File: src/rtl/pled_sequencer_if.sv
// Control and status bundle of the LED pattern sequencer.
// The master side drives mode, dir, step and duty; the slave side returns the LED drive and status.
interface pled_sequencer_if #(
    parameter int CHANNELS = 3,
    parameter int PWM_BITS = 8
);
    logic [1:0]          mode;
    logic                dir;
    logic                step;
    logic [PWM_BITS-1:0] duty;
    logic [CHANNELS-1:0] led_out;
    logic                tick;
    logic [CHANNELS-1:0] pattern;

    modport master (
        output mode, dir, step, duty,
        input  led_out, tick, pattern
    );

    modport slave (
        input  mode, dir, step, duty,
        output led_out, tick, pattern
    );
endinterface

File: src/rtl/pled_sequencer.sv
// LED pattern sequencer: a prescaled tick drives rotate/bounce/hold/off patterns.
// The LED outputs are PWM-gated for brightness control.
module pled_sequencer #(
    parameter int                  CHANNELS     = 3,
    parameter int                  PRESCALE     = 10000,
    parameter int                  PWM_BITS     = 8,
    parameter logic [CHANNELS-1:0] INIT_PATTERN = {{(CHANNELS-1){1'b1}}, 1'b0}
) (
    input logic             sys_clk,
    input logic             reset_n,
    pled_sequencer_if.slave bus
);
    localparam int                 PS_BITS = (PRESCALE > 1) ? $clog2(PRESCALE) : 1;
    localparam logic [PS_BITS-1:0] PS_LAST = PS_BITS'(PRESCALE - 1);

    typedef enum logic [1:0] {
        MODE_ROTATE = 2'd0,
        MODE_BOUNCE = 2'd1,
        MODE_HOLD   = 2'd2,
        MODE_OFF    = 2'd3
    } mode_t;

    logic [PS_BITS-1:0]  ps_cnt;
    logic [PS_BITS-1:0]  ps_next;
    logic                tick_q;
    logic [PWM_BITS-1:0] pwm_cnt;
    logic                gate;
    logic [2:0]          step_sync;
    logic                step_edge;
    mode_t               mode_q;
    mode_t               next_mode;
    logic [CHANNELS-1:0] pattern_q;
    logic [CHANNELS-1:0] next_pattern;
    logic                bounce_up;
    logic                next_bounce_up;
    logic [CHANNELS-1:0] led_q;

    function automatic logic [CHANNELS-1:0] rotate(input logic [CHANNELS-1:0] p, input logic d);
        return d ? {p[0], p[CHANNELS-1:1]} : {p[CHANNELS-2:0], p[CHANNELS-1]};
    endfunction

    // The tick is registered but looks ahead one count, so it is high exactly while ps_cnt is at its last value.
    assign ps_next   = (ps_cnt == PS_LAST) ? '0 : ps_cnt + PS_BITS'(1);
    assign gate      = (&bus.duty) | (pwm_cnt < bus.duty);
    assign step_edge = step_sync[1] & ~step_sync[2];

    always_ff @(posedge sys_clk or negedge reset_n) begin
        if (!reset_n) begin
            ps_cnt    <= '0;
            tick_q    <= 1'b0;
            pwm_cnt   <= '0;
            step_sync <= '0;
        end else begin
            ps_cnt    <= ps_next;
            tick_q    <= (ps_next == PS_LAST);
            pwm_cnt   <= pwm_cnt + PWM_BITS'(1);
            step_sync <= {step_sync[1:0], bus.step};
        end
    end

    always_ff @(posedge sys_clk or negedge reset_n) begin
        if (!reset_n) begin
            mode_q    <= MODE_ROTATE;
            pattern_q <= INIT_PATTERN;
            bounce_up <= 1'b1;
            led_q     <= '0;
        end else begin
            mode_q    <= next_mode;
            pattern_q <= next_pattern;
            bounce_up <= next_bounce_up;
            led_q     <= (mode_q == MODE_OFF) ? '0 : (pattern_q & {CHANNELS{gate}});
        end
    end

    // The mode input only matters on a tick; between ticks only a HOLD step edge can move the pattern.
    always_comb begin
        next_mode      = mode_q;
        next_pattern   = pattern_q;
        next_bounce_up = bounce_up;
        if (tick_q) begin
            next_mode = mode_t'(bus.mode);
            unique case (next_mode)
                MODE_ROTATE: begin
                    if (pattern_q == '0) begin
                        next_pattern = INIT_PATTERN;
                    end else begin
                        next_pattern = rotate(pattern_q, bus.dir);
                    end
                end
                MODE_BOUNCE: begin
                    if (mode_q != MODE_BOUNCE) begin
                        next_pattern   = CHANNELS'(1);
                        next_bounce_up = 1'b1;
                    end else if (bounce_up) begin
                        if (pattern_q[CHANNELS-1]) begin
                            next_pattern   = pattern_q >> 1;
                            next_bounce_up = 1'b0;
                        end else begin
                            next_pattern = pattern_q << 1;
                        end
                    end else begin
                        if (pattern_q[0]) begin
                            next_pattern   = pattern_q << 1;
                            next_bounce_up = 1'b1;
                        end else begin
                            next_pattern = pattern_q >> 1;
                        end
                    end
                end
                MODE_HOLD: begin
                    if (step_edge) begin
                        next_pattern = rotate(pattern_q, bus.dir);
                    end
                end
                MODE_OFF: begin
                    next_pattern = pattern_q;
                end
            endcase
        end else if ((mode_q == MODE_HOLD) && step_edge) begin
            next_pattern = rotate(pattern_q, bus.dir);
        end
    end

    assign bus.tick    = tick_q;
    assign bus.pattern = pattern_q;
    assign bus.led_out = led_q;
endmodule

File: src/flat_wrapper.sv
// flat-port wrapper written by rule: the top's interface ports become plain ports
module pled_sequencer_flat 
#(
    parameter int                  CHANNELS     = 3,
    parameter int                  PRESCALE     = 10000,
    parameter int                  PWM_BITS     = 8,
    parameter logic [CHANNELS-1:0] INIT_PATTERN = {{(CHANNELS-1){1'b1}}, 1'b0}
)
  (sys_clk, reset_n, bus_mode, bus_dir, bus_step, bus_duty, bus_led_out, bus_tick, bus_pattern);
  pled_sequencer_if #(.CHANNELS(CHANNELS), .PWM_BITS(PWM_BITS)) bus_i ();
  input logic sys_clk;
  input logic reset_n;
  input wire logic [$bits(bus_i.mode)-1:0] bus_mode;
  input wire logic [$bits(bus_i.dir)-1:0] bus_dir;
  input wire logic [$bits(bus_i.step)-1:0] bus_step;
  input wire logic [$bits(bus_i.duty)-1:0] bus_duty;
  output wire logic [$bits(bus_i.led_out)-1:0] bus_led_out;
  output wire logic [$bits(bus_i.tick)-1:0] bus_tick;
  output wire logic [$bits(bus_i.pattern)-1:0] bus_pattern;
  assign bus_i.mode = bus_mode;
  assign bus_i.dir = bus_dir;
  assign bus_i.step = bus_step;
  assign bus_i.duty = bus_duty;
  assign bus_led_out = bus_i.led_out;
  assign bus_tick = bus_i.tick;
  assign bus_pattern = bus_i.pattern;
  pled_sequencer #(.CHANNELS(CHANNELS), .PRESCALE(PRESCALE), .PWM_BITS(PWM_BITS), .INIT_PATTERN(INIT_PATTERN)) u_core (.sys_clk(sys_clk), .reset_n(reset_n), .bus(bus_i));
endmodule
File: config.mk
export PLATFORM = sky130hd
export DESIGN_NAME = pled_sequencer_flat
export DESIGN_NICKNAME = d
export VERILOG_FILES = /design/src/rtl/pled_sequencer_if.sv /design/src/rtl/pled_sequencer.sv /design/src/flat_wrapper.sv
export SDC_FILE = /design/constraint.sdc
export NUM_CORES = 1
export LEC_CHECK = 0
export ABC_AREA = 1
export CORE_MARGIN = 1.5
export CORE_UTILIZATION = 30
export DETAILED_ROUTE_END_ITERATION = 6
export GPL_TIMING_DRIVEN = 0
export PLACE_DENSITY_LB_ADDON = 0.12
export RECOVER_POWER = 25
export SYNTH_ARGS = -nofsm -noshare
export SYNTH_HDL_FRONTEND = slang
export SYNTH_SLANG_ARGS = --single-unit
File: constraint.sdc
create_clock -name sys_clk -period 1.25 [get_ports sys_clk]
set_input_delay 0.1875 -clock sys_clk [delete_from_list [all_inputs] [get_ports sys_clk]]
set_output_delay 0.1875 -clock sys_clk [all_outputs]
set_load 0.05 [all_outputs]
==> results_dict.tcl <==
set metrics [dict create \
    die_w_um 84.8 \
    worstPathArrival_ps 1640 \
    postSynthCellCount 259 \
    place.gp.congestion 0.771 \
    antennaDiodeCount 0 \
    tightest_slew_ps 870 \
    drt_wl_total_mm 4.29 \
    yosysTopAreaCell "dfrtp_1" \
    synth_top_cell_area_share_pct 39.9 \
    finClkSkew_ps 9.81 \
    antenna_found_initial 0 \
    postSynthAreaPerCell_um2 7.76 \
    synth.area.top_cells "dfrtp_1 (40%), nand2_1 (10%), inv_1 (9.2%)" \
    min_period_over_period_pct 115 \
    drt_iter0_markers 26 \
    powerDensity_nw_per_um2 850 \
    vias 1753 \
    critical_path_class "reg2reg" \
    drc 2 \
    rrSetupSlack_ps -190 \
    dpl.hpwl_mm 2.93 \
    slew_violations 0 \
    fin_ws_ps -189 \
    cts.root.buffer_cell "clkbuf_8" \
    grt_usage_pct 12.6 \
    io_buffer_count 20 \
    synth-edff-count 0 \
    dieArea_um2 7200 \
    chipHeight_um 84.8 \
    detail-route-antenna-nets 0 \
    slew-limit-headroom_pct 42.0 \
    critPathRequiredTime_ps 1450 \
    grt_max_degree 36 \
    end_kind "flop" \
    cts_max_level 2 \
    fin_area_um2 2810 \
    fmax_ghz 0.695 \
    max_cap_violations 0 \
    routedWlPerCell_um 11.3 \
    synth_commonest_cells "nand2_1 (56), inv_1 (49), nor2_1 (33)" \
    hold_class "in2async" \
    place_inst 356 \
    clock_latency_ps 290 \
    synthDistinctLibCells 28 \
    p_leak_nw 1.38 \
    synth_ff_type "dfrtp_1" \
    start_util_pct 31.3 \
    synth.most_common_cell "nand2_1" \
    cts_hold_buf 0 \
    rsz0062_at_grt "yes" \
    hold_slack_ps -2.00 \
    first_global_vias 1589 \
    design.core.area_um2 6420 \
    hold_viol_final 2 \
    syn2layout_area_growth_pct 40.0 \
    yosysWarnings 0 \
    clkTransAtPathRegs_ps 80 \
    drive_above_1_share_pct 32.9 \
    row_count 29 \
    post-route-util_pct 43.8 \
    cts_buffers 5 \
    ys_seq_area_share_pct 43.8 \
    setup-violations-final 9 \
    synthArstFlopShare_pct 100 \
    violations "DRC, hold timing, setup timing" \
    min_period_ps 1440 \
    grt_pass1_wl_mm 7.27 \
    io_pins 21 \
    cp_max_fo 4 \
    crit_start "u_core.ps_cnt[1]" \
    peakVddDrop_mv 0.385 \
    startpoint_type "flop" \
    syn_area_um2 2010 \
    synthesis.nets 285 \
    fin_nets 329 \
    fillCellCount 638 \
    dr.pass1.iters 7 \
    via_per_inst 4.60 \
    status "finished, violations left" \
    cts_tree "built" \
    gr-total-overflow 0 \
    ys_seq_elements 35 \
    r2r_start "u_core.ps_cnt[1]" \
    clock-sinks 35 \
    clockBufferDepth 2 \
    layout.cells.non_filler 381 \
    placed_area_um2 2340 \
]
-- metal layers --
layer / GRT usage, % / vias to the layer above / wire (µm)
met5: 0 / - / 0
met1: 16.6 / 818 / 2030
li1: - / 905 / -
met4: 4.02 / 0 / 52
met2: 20.7 / 22 / 2080
met3: 3.11 / 8 / 135
-- path summary, 6_finish.rpt --
kind / end / depth (start not counted)
worst max-delay path: u_core.bus.tick / 9
worst min-delay path: u_core.pwm_cnt[1] / 1
worst max register to register: u_core.bus.tick / 9
worst min register to register: u_core.step_sync[1] / 0
max in group asynchronous: u_core.bus.tick / 1
min in group sys_clk: u_core.step_sync[1] / 0
-- sequential cells by signal, summed over array words and instances, names as in the netlist --
signal / cells
u_core.pwm_cnt: 8
u_core.bus.led_out: 3
u_core.mode_q: 2
u_core.bounce_up: 1
u_core.bus.tick: 1
u_core.bus.pattern: 3
u_core.step_sync: 3
u_core.ps_cnt: 14
-- stage by stage --
| step | setup slack, ps | TNS, ps | total power, mW |
|---|---|---|---|
| final | -189 | -905 | 2.39 |
| after global routing | -317 | -1950 | 2.50 |
| after CTS | -220 | -1210 | 2.41 |
| after detailed placement | -629 | -5130 | 1.38 |
| after global placement | -1010 | -34930 | 1.38 |
| after floorplan | -95.9 | -187 | 1.28 |
-- cell usage in the layout, fill, tap and decap left out, types with 7 or more instances in the layout --
master	synthesis	routed
nand2_1	56	47
inv_1	49	41
dfrtp_1	32	26
nor2_1	33	25
buf_4	0	16
nor2_2	3	10
nand2_2	2	10
nand3_1	17	10
inv_2	1	8
a21oi_1	9	8
nand3_2	3	7
-- power by group --
part	leakage (nW)	switching [mW]	total [mW]	internal [mW]
registers	0.422	0.0145	1.16	1.15
clock network	0.0524	0.405	1.00	0.597
logic	0.905	0.130	0.224	0.0940
total	1.38	0.549	2.39	1.84
-- logic make-up (layout without fill, tap and decap cells) --
family / count (synthesis) / after routing / share of synthesized area, %
simple gates: 128 / 128 / 28.8
buf+inv: 50 / 95 / 9.34
flops: 35 / 35 / 43.8
compound gates: 26 / 26 / 7.10
fa+ha+maj: 12 / 12 / 7.47
xor+xnor: 8 / 8 / 3.49
-- layout make-up --
cell class | count | area (µm²) | share of cell area, %
inverters | 50 | 190 | 6.76
well taps | 77 | 96.3 | 3.43
clock buffers | 7 | 76.3 | 2.71
flip-flops and latches | 35 | 887 | 31.5
clock inverters | 1 | 30.0 | 1.07
repair buffers | 37 | 333 | 11.8
multi-input cells | 174 | 1200 | 42.7
-- worst max-delay path, stage by stage (launching register included) --
cell and delay (ps):
dfrtp_1 400, ha_4 200, nand2_4 70, nor2_4 130
nand3_2 80, nand2_2 70, nand3_2 70, nor2_1 110
nand2_1 70, nor3_2 140
-- timing repair --
item                                    in CTS  in global routing
gates resized for setup                     60                 37
setup buffers                               13                  4
endpoints found under the setup margin      23                 20
pin swaps                                   20                 17
gates cloned                                 0                  0
(Power assumes the default switching activity.)
